===== config.mk =====
export PLATFORM = sky130hd
export DESIGN_NAME = led_chaser
export DESIGN_NICKNAME = d
export VERILOG_FILES = /design/src/rtl/led_chaser_pkg.sv /design/src/rtl/led_chaser_tick_prescaler.sv /design/src/rtl/led_chaser.sv
export SDC_FILE = /design/constraint.sdc
export NUM_CORES = 1
export LEC_CHECK = 0
export ABC_AREA = 1
export ABC_CLOCK_PERIOD_IN_PS = 5200
export CORE_ASPECT_RATIO = 0.8
export CORE_MARGIN = 2
export CORE_UTILIZATION = 45
export CTS_CLUSTER_DIAMETER = 200
export CTS_CLUSTER_SIZE = 10
export DETAILED_ROUTE_END_ITERATION = 10
export HOLD_SLACK_MARGIN = 0.12
export PLACE_DENSITY = 0.68
export SLEW_MARGIN = 15
export SYNTH_ARGS = -nofsm -noshare
export SYNTH_HDL_FRONTEND = slang
export SYNTH_HIERARCHICAL = 1
export SYNTH_SLANG_ARGS = --single-unit

===== constraint.sdc =====
create_clock -name clk -period 5.2 [get_ports clk]
set_clock_uncertainty 0.15 [all_clocks]
set_input_delay 0.78 -clock clk [delete_from_list [all_inputs] [get_ports clk]]
set_output_delay 0.78 -clock clk [all_outputs]
set_load 0.01 [all_outputs]

===== src/rtl/led_chaser_pkg.sv =====
// Shared definitions for the LED sequencer: pattern mode encodings.
package led_chaser_pkg;

    typedef enum logic [1:0] {
        MODE_ROTATE = 2'b00,
        MODE_BOUNCE = 2'b01,
        MODE_FILL   = 2'b10,
        MODE_HOLD   = 2'b11
    } mode_t;

endpackage


===== src/rtl/led_chaser_tick_prescaler.sv =====
// Clock-enable prescaler: emits a one-cycle step every div+1 enabled cycles.
module tick_prescaler #(
    parameter int DIV_W = 6
) (
    input  logic             clk,
    input  logic             rst,
    input  logic             en,
    input  logic [DIV_W-1:0] div,
    output logic             step
);

    logic [DIV_W-1:0] cnt;

    // >= rather than == so lowering div mid-count steps at once instead of wrapping
    assign step = en && (cnt >= div);

    always_ff @(posedge clk or posedge rst) begin
        if (rst) begin
            cnt <= '0;
        end else if (!en || step) begin
            cnt <= '0;
        end else begin
            cnt <= cnt + DIV_W'(1);
        end
    end

endmodule


===== src/rtl/led_chaser.sv =====
// Parametrised LED sequencer: rotate, bounce, fill-bar and hold patterns
// stepped at a programmable rate from a clock-enable prescaler.
module led_chaser
    import led_chaser_pkg::*;
#(
    parameter  int N_LEDS = 4,
    parameter  int DIV_W  = 6,
    localparam int POS_W  = $clog2(N_LEDS)
) (
    input  logic              clk,
    input  logic              rst,
    input  logic              en,
    input  logic              dir,
    input  logic [1:0]        mode,
    input  logic [DIV_W-1:0]  div,
    output logic [N_LEDS-1:0] leds,
    output logic [POS_W-1:0]  pos,
    output logic              tick
);

    localparam logic [POS_W-1:0] LAST = POS_W'(N_LEDS - 1);

    logic             step;
    logic             bdir;
    logic             bounce_up;
    mode_t            mode_in;
    mode_t            mode_q;
    logic [POS_W-1:0] pos_up;
    logic [POS_W-1:0] pos_dn;

    tick_prescaler #(
        .DIV_W(DIV_W)
    ) u_prescaler (
        .clk (clk),
        .rst (rst),
        .en  (en),
        .div (div),
        .step(step)
    );

    assign mode_in = mode_t'(mode);

    always_comb begin
        pos_up    = (pos == LAST) ? '0 : pos + POS_W'(1);
        pos_dn    = (pos == '0) ? LAST : pos - POS_W'(1);
        // dir seeds the sweep only on the step that enters bounce
        bounce_up = (mode_in == MODE_BOUNCE && mode_q != MODE_BOUNCE) ? dir : bdir;
    end

    always_ff @(posedge clk or posedge rst) begin
        if (rst) begin
            pos    <= '0;
            mode_q <= MODE_ROTATE;
            bdir   <= 1'b1;
            tick   <= 1'b0;
        end else begin
            tick <= step;
            if (step) begin
                mode_q <= mode_in;
                case (mode_in)
                    MODE_ROTATE, MODE_FILL: pos <= dir ? pos_up : pos_dn;
                    MODE_BOUNCE: begin
                        if (bounce_up) begin
                            if (pos == LAST) begin
                                bdir <= 1'b0;
                                pos  <= LAST - POS_W'(1);
                            end else begin
                                bdir <= 1'b1;
                                pos  <= pos + POS_W'(1);
                            end
                        end else begin
                            if (pos == '0) begin
                                bdir <= 1'b1;
                                pos  <= POS_W'(1);
                            end else begin
                                bdir <= 1'b0;
                                pos  <= pos - POS_W'(1);
                            end
                        end
                    end
                    MODE_HOLD: pos <= pos;
                endcase
            end
        end
    end

    always_comb begin
        leds = '0;
        for (int unsigned i = 0; i < N_LEDS; i++) begin
            if (mode_q == MODE_FILL) begin
                leds[i] = (i <= 32'(pos));
            end else begin
                leds[i] = (i == 32'(pos));
            end
        end
    end

endmodule


==> results.ini <==
[place]
numPortBuffers = 18
place.gp.congestion = 0.899
hpwl_mm = 1.44
place_area_um2 = 1120
pre_cts_ws_ps = 2010
dp_cells = 161

[power]
irDropWorstVdd_v = 0.000257
p_sw_uw = 153
combPwrFrac_pct = 48.3
leakage_nw = 0.593
total_power_uw = 409
cellPowerDensity_nw_per_um2 = 355
seqPwrFrac_pct = 33.9
internal_power_uw = 256
switching_share_pct = 37.5
pwr-share-clk_pct = 17.8

[clock_tree]
post-cts-setup-buffers = 0
clock_latency_ps = 270
cts_root_buf = clkbuf_4
hold_buffers = 0
cts_tree = yes
htreeDepth = 1
clockBufferDepth = 2
numCtsBuffers = 3
clock-sinks = 12
clk_pin_slew_ps = 70
ctsResizeCount = 0

[synthesis]
yosys.area.top_type = dfrtp_1
synthArstFlopShare_pct = 100
syn-cell-area_um2 = 907
yosysMostFrequentCell = inv_1
synth.area.mux_share_pct = 0
yosysSeqAreaShare_pct = 33.2
syn-num-nets = 142
yosys.area.top_type_share_pct = 30.3
synth.distinct_cells = 22
synth_flop_cell = dfrtp_1
synth.top_cells.by_count = 27 x inv_1, 23 x nand2_1, 12 x nor2_1
yosys.area_share.simple_pct = 25.7
synth_xor_area_share_pct = 2.90
synth_top_family_by_area = simple AND/OR/NAND/NOR gates
ys_warn_count = 6
synth_edf_count = 0
synth-seq-cells = 12
syn_inst = 119
synthAdderAreaFrac_pct = 15.2
synth.area.top_cells = dfrtp_1 30%, ha_1 15%, inv_1 11%
syn_avg_cell_area_um2 = 7.62
synth_compound_area_share_pct = 11.0

[final_layout]
design_area_um2 = 1150
diodes = 0
layout.cells.non_filler = 165
drive_gt1_share_pct = 13.5
fillers = 177
area_growth_pct = 27.2
post-route-util_pct = 61.0
num-nets-final = 165

[critical_path]
reg2regPathDepth = 12
worst-path-max-fanout = 7
cp-startpoint = div[5]
path_class = input port to flop
required_ps = 5260
crit_arrival_ps = 2960
worst_r2r_startpoint = u_prescaler/cnt[0]
worstSetupEndpoint = bdir
r2r_slack_ps = 2860
start_kind = input port
r2r_end = bdir
cp-end-kind = flop

[timing]
slew_headroom_pct = 43.3
rsz0062_at_grt = false
slew_viol_final = 0
fmax_mhz = 345
hold_viol = 0
finalSetupViolations = 0
hold_slack_ps = 359
min_period_ps = 2900
setup_slack_ps = 2300
period_share_pct = 55.8
tns_ps = 0
tightestPinTransition_ps = 842

[global_routing]
grt_overflow = 0
grt_use_total_pct = 17.6
grt_pass1_wl_mm = 2.90
antenna_found_initial = 0
grt_pass1_vias = 682
grt_max_degree = 8

[flow_run]
cap_violations = 0

[die]
die-area_um2 = 2390
rows = 14
die_h_um = 44.2
die-width_um = 54.2
core_um2 = 1890
io_pins = 19
initial_utilization_pct = 47.9

[detailed_routing]
wl_per_cell_um = 10.2
routed_wl_mm = 1.68
num_vias = 773
ant_nets = 0
vias_per_cell = 4.68
drcViolationCount = 0
dr.pass1.iters = 4
drt_iter0_markers = 8

[outcome]
run_status = completed

[hold_path]
holdCritPathClass = flop to flop

[cell usage in the layout, fill, tap and decap left out]
cell             count
ha_1                11
clkbuf_4             3
clkdlybuf4s50_1     18
o21ai_4              1
xnor2_1              1
nor2_4               1
o22ai_2              1
a21oi_1              2
inv_2                2
nor2_2               1
nand2_1             23
inv_1               27
nand3_1              7
nand2_2              3
a21boi_0             1
o21ai_1              2
dfrtp_1             11
a21oi_2              2
o22ai_1              1
nor2_1              12
xor2_1               2
clkbuf_8             1
dfstp_2              1
nand3_2              3
o21ai_0              4
[layer usage]
layer / global-route usage (%) / wire (µm) / up-vias / share of wire (%)
met3: 7.43 / 91 / 4 / 5.4
met4: 8.00 / 19 / 0 / 1.1
li1: - / - / 410 / -
met2: 22.4 / 635 / 15 / 38
met5: 0 / 0 / - / 0
met1: 25.5 / 936 / 344 / 56
[sequential cells by signal, indices dropped and copies added, names as in the netlist]
| signal | flops |
|---|---|
| bdir | 1 |
| mode_q | 2 |
| pos | 2 |
| tick | 1 |
| u_prescaler/cnt | 6 |
[kinds of logic (layout without fill, tap and decap cells)]
kind of cell | count (synthesis) | count (layout)
AND/OR/NAND/NOR | 50 | 50
buffers and inverters | 29 | 51
AO/OA/AOI/OAI | 14 | 14
flip-flops | 12 | 12
adder cells (fa/ha/maj) | 11 | 11
XOR/XNOR | 3 | 3
[critical path, stage by stage]
cell and delay, ps:
clkdlybuf4s50_1 450, inv_1 40, ha_1 280, nand2_1 70, nor2_1 120, nand2_1 90
a21boi_0 660, inv_1 100, nor2_1 200, nand2_1 90, o22ai_2 80
[worst min-delay path by stage]
stage,start,to,slack [ps],cells past startpoint
finish,u_prescaler/cnt[0],u_prescaler/cnt[0],360,1
global route,u_prescaler/cnt[0],u_prescaler/cnt[0],390,1
CTS,u_prescaler/cnt[0],u_prescaler/cnt[0],360,1
detailed placement,u_prescaler/cnt[0],u_prescaler/cnt[0],350,1
global placement,u_prescaler/cnt[0],u_prescaler/cnt[0],350,1
floorplan,u_prescaler/cnt[0],u_prescaler/cnt[0],320,1
[area by class of cell]
type / instances / area (µm²) / share of cell area [%]
multi-input combinational: 78 / 497 / 43.1
tap: 24 / 30.0 / 2.60
clock buffer: 4 / 36.3 / 3.15
timing repair buffer: 18 / 180 / 15.6
sequential: 12 / 302 / 26.1
inverter: 29 / 109 / 9.44
[power groups by stage]
| stage | Sequential [mW] | Clock, mW | Combinational [mW] |
|---|---|---|---|
| global placement | 0.139 | 0 | 0.197 |
| finish | 0.139 | 0.0729 | 0.197 |
| detailed placement | 0.141 | 0 | 0.198 |
| global route | 0.142 | 0.0826 | 0.220 |
| CTS | 0.139 | 0.0775 | 0.199 |
| floorplan | 0.138 | 0 | 0.110 |
No activity file was read; power rests on OpenSTA's default activity.
